`config.mk`:
```
export PLATFORM = sky130hd
export DESIGN_NAME = pool1
export DESIGN_NICKNAME = d
export VERILOG_FILES = /design/src/rtl/pool1.sv
export SDC_FILE = /design/constraint.sdc
export NUM_CORES = 1
export LEC_CHECK = 0
export CAP_MARGIN = 10
export CORE_MARGIN = 3
export CORE_UTILIZATION = 40
export CTS_CLUSTER_SIZE = 28
export DETAILED_ROUTE_END_ITERATION = 6
export PLACE_DENSITY = 0.71
export SETUP_SLACK_MARGIN = 0.05
export SLEW_MARGIN = 20
export SYNTH_ARGS = -nofsm -noshare
export SYNTH_HDL_FRONTEND = slang
export SYNTH_SLANG_ARGS = --single-unit
```
`constraint.sdc`:
```
create_clock -name clk -period 8.3 [get_ports clk]
set_clock_uncertainty 0.1 [all_clocks]
set_input_delay 1.66 -clock clk [delete_from_list [all_inputs] [get_ports clk]]
set_output_delay 1.66 -clock clk [all_outputs]
set_load 0.05 [all_outputs]
```
`src/rtl/pool1.sv`:
```
// ReLU + 2x2 max-pool stage: scans a channel-major feature map window by window
// and writes one clamped maximum per window into the pool RAM.
module pool1 #(
  parameter int unsigned IN_W     = 24,
  parameter int unsigned IN_H     = 24,
  parameter int unsigned CHANNELS = 3,
  parameter int unsigned DATA_W   = 12
) (
  input  logic              clk,
  input  logic              rst_n,
  input  logic              upstream_busy,
  input  logic [DATA_W-1:0] data_in,
  output logic [10:0]       raddr,
  output logic              ren,
  output logic [8:0]        waddr,
  output logic              wen,
  output logic [DATA_W-1:0] data_out,
  output logic              busy
);

  localparam int unsigned OUT_W = IN_W / 2;
  localparam int unsigned OUT_H = IN_H / 2;
  localparam int unsigned MAP   = IN_W * IN_H;

  typedef enum logic [1:0] {StIdle, StRun, StDrain} state_e;

  state_e            state_q, state_d;
  logic              ub_d1_q;
  logic [3:0]        ch_q, ch_d;
  logic [3:0]        oy_q, oy_d;
  logic [3:0]        ox_q, ox_d;
  logic [1:0]        phase_q, phase_d;
  logic [10:0]       raddr_q, raddr_d;
  logic              ren_q, ren_d;
  logic [8:0]        waddr_q, waddr_d;
  logic [8:0]        wcnt_q, wcnt_d;
  logic              wen_q, wen_d;
  logic [DATA_W-1:0] dout_q, dout_d;
  logic [DATA_W-1:0] max_q, max_d;
  logic              pend_q, pend_d;
  logic              busy_q, busy_d;

  logic              start;
  logic              last_issue;
  logic [DATA_W-1:0] relu;
  logic [31:0]       addr_calc;

  assign start      = ub_d1_q && !upstream_busy && (state_q == StIdle);
  assign last_issue = (phase_q == 2'd3) && (ox_q == 4'(OUT_W - 1)) &&
                      (oy_q == 4'(OUT_H - 1)) && (ch_q == 4'(CHANNELS - 1));
  assign relu       = data_in[DATA_W-1] ? '0 : data_in;

  // Read address of the window/phase about to be issued.
  assign addr_calc = 32'(ch_d) * MAP + 32'(oy_d) * (2 * IN_W) + 32'(ox_d) * 2 +
                     (phase_d[1] ? IN_W : 32'd0) + 32'(phase_d[0]);

  always_comb begin
    state_d = state_q;
    ch_d    = ch_q;
    oy_d    = oy_q;
    ox_d    = ox_q;
    phase_d = phase_q;
    raddr_d = raddr_q;
    ren_d   = ren_q;
    busy_d  = busy_q;

    unique case (state_q)
      StIdle: begin
        if (start) begin
          state_d = StRun;
          ch_d    = '0;
          oy_d    = '0;
          ox_d    = '0;
          phase_d = '0;
          ren_d   = 1'b1;
          raddr_d = 11'(addr_calc);
        end
      end
      StRun: begin
        if (last_issue) begin
          state_d = StDrain;
          ren_d   = 1'b0;
        end else begin
          phase_d = phase_q + 2'd1;
          if (phase_q == 2'd3) begin
            if (ox_q == 4'(OUT_W - 1)) begin
              ox_d = '0;
              if (oy_q == 4'(OUT_H - 1)) begin
                oy_d = '0;
                ch_d = ch_q + 4'd1;
              end else begin
                oy_d = oy_q + 4'd1;
              end
            end else begin
              ox_d = ox_q + 4'd1;
            end
          end
          raddr_d = 11'(addr_calc);
        end
      end
      StDrain: begin
        // The only write that can occur in DRAIN is the final one.
        if (wen_q) state_d = StIdle;
      end
      default: state_d = StIdle;
    endcase

    busy_d = (state_d != StIdle);
  end

  // Return path: data for the read issued last cycle arrives now.
  always_comb begin
    max_d   = max_q;
    pend_d  = 1'b0;
    wen_d   = 1'b0;
    waddr_d = waddr_q;
    dout_d  = dout_q;
    wcnt_d  = wcnt_q;

    if (start) wcnt_d = '0;

    if (ren_q) begin
      if (phase_q == 2'd0) begin
        max_d = relu;
      end else if (relu > max_q) begin
        max_d = relu;
      end
      pend_d = (phase_q == 2'd3);
    end

    if (pend_q) begin
      wen_d   = 1'b1;
      waddr_d = wcnt_q;
      dout_d  = max_q;
      wcnt_d  = wcnt_q + 9'd1;
    end
  end

  always_ff @(posedge clk or negedge rst_n) begin
    if (!rst_n) begin
      state_q <= StIdle;
      ub_d1_q <= 1'b0;
      ch_q    <= '0;
      oy_q    <= '0;
      ox_q    <= '0;
      phase_q <= '0;
      raddr_q <= '0;
      ren_q   <= 1'b0;
      waddr_q <= '0;
      wcnt_q  <= '0;
      wen_q   <= 1'b0;
      dout_q  <= '0;
      max_q   <= '0;
      pend_q  <= 1'b0;
      busy_q  <= 1'b0;
    end else begin
      state_q <= state_d;
      ub_d1_q <= upstream_busy;
      ch_q    <= ch_d;
      oy_q    <= oy_d;
      ox_q    <= ox_d;
      phase_q <= phase_d;
      raddr_q <= raddr_d;
      ren_q   <= ren_d;
      waddr_q <= waddr_d;
      wcnt_q  <= wcnt_d;
      wen_q   <= wen_d;
      dout_q  <= dout_d;
      max_q   <= max_d;
      pend_q  <= pend_d;
      busy_q  <= busy_d;
    end
  end

  assign raddr    = raddr_q;
  assign ren      = ren_q;
  assign waddr    = waddr_q;
  assign wen      = wen_q;
  assign data_out = dout_q;
  assign busy     = busy_q;

endmodule

```
==> impl_metrics.json, run 1 <==
{
  "grt_setup_unrepaired": "no",
  "cp_common_cell": "ha_1",
  "synth_cell_type_count": 52,
  "layout_worst_path_cycle_share": 0.664,
  "ir_drop_v": 0.000156,
  "hold_viol": 0,
  "cts_tree": "yes",
  "postCtsSetupBuffers": 0,
  "port_buffers": 48,
  "yosysTopAreaCellShare": 0.426,
  "nNetsFinal": 536,
  "grt.total_usage": 0.165,
  "max_slew.worst_pin.slew_ps": 1140,
  "ys.flop_type": "dfrtp_1",
  "synthTopCellsByArea": "dfrtp_1 43%, ha_1 9.8%, mux2_2 5.3%",
  "cp_data_required_time_ps": 8430,
  "io-pin-count": 50,
  "path_clk_slew_ps": 90,
  "end_kind": "flip-flop",
  "crit_buf_inv": 1,
  "coreArea_mm2": 0.0100,
  "rows": 36,
  "setup_viol": 0,
  "fp.dieH_um": 109,
  "drive_gt1_frac": 0.0980,
  "syn_area_per_cell_um2": 9.45,
  "yosysSeqAreaShare": 0.426,
  "drt_iter0_drc": 191,
  "die-area_mm2": 0.0118,
  "drt_pass1_iterations": 4,
  "start_util": 0.421,
  "fin_setup_tns_ps": 0,
  "area_delta_synth_final_pct": 17.7,
  "htreeDepth": 3,
  "fin_crit_ps": 5510,
  "p_per_area_mw_per_mm2": 190,
  "synthTopCellsByCount": "72 x dfrtp_1, 43 x nand2_1, 37 x o21ai_0",
  "avgViaCountPerCell": 5.49,
  "clock_sinks": 72,
  "syn_inst": 448,
  "crit_arrival_ps": 5640,
  "slowest_stage": "or4b_1",
  "hold_ws_ps": 396,
  "grt_max_degree": 73,
  "crit_path_max_fanout": 15,
  "grt_overflow": 0,
  "cap_violations": 0,
  "post-route-drc-count": 0,
  "synth-seq-cells": 72,
  "insertedDiodeCount": 0,
  "wirelength_um": 9110,
  "synth.most_common_cell": "dfrtp_1",
  "first_global_vias": 3290,
  "cp-start-kind": "primary input",
  "layout.cells.non_filler": 623,
  "cts_inserted_buffers": 9,
  "slew_headroom": 0.237,
  "async_flop_share": 1.00,
  "synth_warnings": 0,
  "synth_edf_count": 0,
  "leakagePower_nw": 2.18,
  "grt_pass1_wl_um": 15500,
  "outcome": "complete, no violations",
  "slew_violations": 0,
  "dr_total_vias": 3418,
  "dp_hpwl_um": 6400,
  "detail-route-antenna-nets": 0,
  "die_width_um": 109,
  "gp_congestion": 0.889,
  "cts-root-buf": "clkbuf_8",
  "fin_util": 0.496,
  "clock_path_buffers": 2,
  "wl_per_cell_um": 14.6,
  "syn_area_mm2": 0.00423,
  "cts_hold_buf": 0,
  "crit_chain": "clkdlybuf4s50_1, or4b_1, nand2_1, o21ai_0, ha_1, fa_1, xor2_1, ha_1, ha_1, a31oi_1, o21ai_0, xnor2_1, xnor2_1, o21ai_1",
  "synth_nets": 499,
  "crit_type": "in -> reg",
  "cts.repair.resized": 0,
  "critPathTopFamily": "adder cells",
  "r2r_slack_ps": 3450,
  "yosysTopAreaCell": "dfrtp_1",
  "hold_class": "reg -> reg",
  "clock_latency_ps": 360,
  "antenna_found_initial": 0,
  "fmax_mhz": 181,
  "cp_slowest_stage_delay_ps": 780,
  "dp.cells": 607
}
==> final timing paths <==
kind	start	end	cells after the start
worst max-delay path	upstream_busy	raddr[10]$_DFFE_PN0P_	14
worst min-delay path	raddr[5]$_DFFE_PN0P_	raddr[5]$_DFFE_PN0P_	2
worst max register to register	phase_q[0]$_DFF_PN0_	raddr[10]$_DFFE_PN0P_	18
worst min register to register	raddr[5]$_DFFE_PN0P_	raddr[5]$_DFFE_PN0P_	2
max in group asynchronous	rst_n	phase_q[1]$_DFF_PN0_	2
min in group asynchronous	rst_n	max_q[5]$_DFFE_PN0P_	2
==> registers in the layout, summed over array words and instances, names as in the netlist, 2 cells and up <==
signal    count
waddr         9
state_q       2
wcnt_q        9
data_out     11
oy_q          4
max_q        11
phase_q       2
raddr        11
ch_q          4
ox_q          4
==> cell usage in the layout (no fill, tap or decap), drive strengths merged, types with 3 or more instances in the layout <==
cell type / synthesis / final
nand2: 43 / 43
buf: 7 / 4
o211ai: 3 / 3
inv: 29 / 33
xor2: 4 / 4
dfrtp: 72 / 72
clkdlybuf4s50: 0 / 47
ha: 33 / 33
a31oi: 14 / 14
nor2b: 5 / 5
and2: 3 / 3
o21ai: 39 / 39
nor2: 35 / 35
a21o: 5 / 5
clkbuf: 18 / 9
mux2i: 3 / 3
mux2: 21 / 21
o31ai: 6 / 6
nand3: 20 / 20
nand4: 17 / 17
nor3: 3 / 3
xnor2: 4 / 4
a21oi: 19 / 19
nand2b: 12 / 12
fa: 3 / 3
==> final cells by class <==
class / count / area [um2]
fill: 928 / 5060
multi-input combinational: 322 / 2220
sequential: 72 / 1800
timing repair buffer: 51 / 498
tap: 133 / 166
clock buffer: 9 / 124
inverter: 29 / 111
clock inverter: 7 / 63.8
==> logic make-up (layout without fill, tap and decap cells) <==
kind of cell               count (synthesis)  in the layout  synth area share
and+or+nand+nor                          148            148             0.173
AOI/OAI and AO/OA                        105            105             0.156
DFF                                       72             72             0.426
other                                      1              1          0.000886
xor gates and xnor gates                   8              8            0.0166
buffers and inverters                     54             96            0.0517
muxes                                     24             24            0.0639
adders and majority gates                 36             36             0.112
==> report_power, final <==
part           leakage (nW)  switching [W]  internal (W)
Sequential            0.855      0.0000297      0.000390
Combinational          1.24       0.000166     0.0000957
Clock                0.0903       0.000153      0.000115
==> through the flow <==
| step | area [um2] | setup WS, ps | power [W] |
|---|---|---|---|
| 2_1_floorplan | 4230 | 3180 | 0.000596 |
| 3_3_place_gp | 4790 | 2570 | 0.000680 |
| 3_5_place_dp | 4790 | 2400 | 0.000689 |
| 4_1_cts | 4980 | 2790 | 0.000958 |
| 5_1_grt | 4980 | 2370 | 0.000999 |
| 6_report | 4980 | 2790 | 0.000949 |
==> worst reg2reg max path: stages, from the launching register on <==
cell and delay (ps):
dfrtp_1 410, ha_1 380, nand2_1 130, nor3b_1 480
nand2_1 150, o41ai_1 740, ha_1 360, a21oi_1 140
nor2b_1 70, a2111o_1 330, o21ai_0 80, a211oi_1 70
ha_1 280, ha_1 350, nand2_1 70, o21ai_0 230
xnor2_1 170, xnor2_1 140, o21ai_1 70
==> per-layer routing <==
metal / vias up / routed length (um) / GRT usage
met5: - / 0 / 0
met4: 0 / 82 / 0.0586
met3: 8 / 403 / 0.0373
met2: 76 / 4300 / 0.272
met1: 1664 / 4320 / 0.215
li1: 1670 / - / -
Note: power is estimated with default switching activity, not from simulation.
==> inputs of run 2 (changes only) <==
PLACE_DENSITY = 0.74   (was 0.71)
clock period = 4.47 ns   (was 8.3 ns; I/O delays follow)
==> impl_metrics.json, run 2 (synthesis results as in run 1) <==
{
  "layout.cells.non_filler": 644,
  "grt_setup_unrepaired": "no",
  "start_util": 0.421,
  "post-route-drc-count": 0,
  "cts_inserted_buffers": 9,
  "cp_common_cell": "ha_1",
  "slowest_stage": "clkdlybuf4s50_1",
  "max_slew.worst_pin.slew_ps": 978,
  "crit_chain": "clkdlybuf4s50_1, buf_4, nor2b_1, o21bai_2, buf_4, a22o_1, ha_1, nor2b_1, nor2_1, and4_1, a211oi_1, ha_1, ha_1, a21oi_1, o21ai_0, xor2_1, mux2_4",
  "fp.dieH_um": 109,
  "hold_viol": 0,
  "end_kind": "flip-flop",
  "drive_gt1_frac": 0.153,
  "seqPwrFrac": 0.432,
  "leakagePower_nw": 2.30,
  "htreeDepth": 3,
  "p_per_area_mw_per_mm2": 346,
  "path_clk_slew_ps": 90,
  "cap_violations": 0,
  "coreArea_mm2": 0.0100,
  "slew_headroom": 0.347,
  "crit_path_max_fanout": 8,
  "clock_path_buffers": 2,
  "critPathTopFamily": "adder cells",
  "fin_setup_tns_ps": 0,
  "grt_overflow": 0,
  "clock_sinks": 72,
  "insertedDiodeCount": 0,
  "crit_buf_inv": 3,
  "rows": 36,
  "fmax_mhz": 237,
  "crit_arrival_ps": 4360,
  "avgViaCountPerCell": 5.37,
  "clock_latency_ps": 350,
  "gp_congestion": 0.845,
  "fin_crit_ps": 4220,
  "crit_type": "in -> reg",
  "cts-root-buf": "clkbuf_8",
  "p_clk_frac": 0.296,
  "layout_commonest_cell": "dfrtp_1",
  "port_buffers": 48,
  "dp_hpwl_um": 6850,
  "p_sw_w": 0.000629,
  "cts_hold_buf": 0,
  "final_cell_mix": "72 x dfrtp_1, 47 x clkdlybuf4s50_1, 43 x nand2_1",
  "antenna_found_initial": 0,
  "intPower_w": 0.00117,
  "dp.cells": 628,
  "slew_violations": 0,
  "cp_data_required_time_ps": 4600,
  "grt.total_usage": 0.167,
  "ir_drop_v": 0.000311,
  "layout_worst_path_cycle_share": 0.945,
  "sw_frac_of_total": 0.349,
  "nNetsFinal": 557,
  "first_global_vias": 3368,
  "cp_slowest_stage_delay_ps": 420,
  "io-pin-count": 50,
  "wirelength_um": 9480,
  "cts_tree": "yes",
  "die-area_mm2": 0.0118,
  "drt_pass1_iterations": 4,
  "cp-start-kind": "primary input",
  "pwr-share-comb": 0.273,
  "setup_viol": 0,
  "detail-route-antenna-nets": 0,
  "hold_ws_ps": 385,
  "hold_class": "in -> async",
  "outcome": "complete, no violations",
  "drt_iter0_drc": 159,
  "area_delta_synth_final_pct": 22.9,
  "dr_total_vias": 3461,
  "wl_per_cell_um": 14.7,
  "grt_max_degree": 34,
  "grt_pass1_wl_um": 15800,
  "die_width_um": 109
}
## run 2: per-stage QoR
step / power, W / instance area, um2 / worst slack (ps) / utilization
after floorplan: 0.00111 / 4230 / 119 / -
after global placement: 0.00127 / 4950 / -66.3 / 0.493
after detailed placement: 0.00128 / 4950 / -173 / 0.493
after CTS: 0.00182 / 5150 / 149 / 0.513
after global routing: 0.00190 / 5200 / 38.4 / 0.518
final: 0.00180 / 5200 / 247 / 0.518
## run 2: area by class of cell
class | count | area [um2]
fill | 915 | 4840
multi-input combinational | 322 | 2260
sequential | 72 | 1800
timing repair buffer | 72 | 656
tap | 133 | 166
clock buffer | 9 | 124
inverter | 29 | 111
clock inverter | 7 | 77.6
## run 2: final timing paths
path / from / endpoint / slack (ps) / cells after the start
worst max-delay path: upstream_busy / raddr[9]$_DFFE_PN0P_ / 250 / 17
worst min-delay path: rst_n / pend_q$_DFF_PN0_ / 390 / 1
worst max register to register: ch_q[0]$_DFF_PN0_ / raddr[9]$_DFFE_PN0P_ / 350 / 18
worst min register to register: raddr[5]$_DFFE_PN0P_ / raddr[5]$_DFFE_PN0P_ / 390 / 2
max in group asynchronous: rst_n / waddr[6]$_DFFE_PN0P_ / 3160 / 2
min in group clk: raddr[5]$_DFFE_PN0P_ / raddr[5]$_DFFE_PN0P_ / 390 / 2
## run 2: power groups by stage
stage          logic, W  clock network, W  registers (W)
2_1_floorplan  0.000168                 0       0.000939
3_3_place_gp   0.000480                 0       0.000788
3_5_place_dp   0.000492                 0       0.000790
4_1_cts        0.000495          0.000552       0.000777
5_1_grt        0.000527          0.000584       0.000787
6_report       0.000491          0.000532       0.000777
## run 2: per-layer routing
metal / vias up / wire (um) / GRT usage
li1: 1702 / - / -
met1: 1674 / 4280 / 0.216
met2: 76 / 4650 / 0.279
met3: 9 / 442 / 0.0397
met4: 0 / 102 / 0.0505
met5: - / 0 / 0
## run 2: timing repair
item / 4_1_cts / 5_1_grt
setup buffers: 0 / 0
setup endpoints to repair: 2 / 3
resized for setup: 1 / 14
pin swaps: 0 / 1
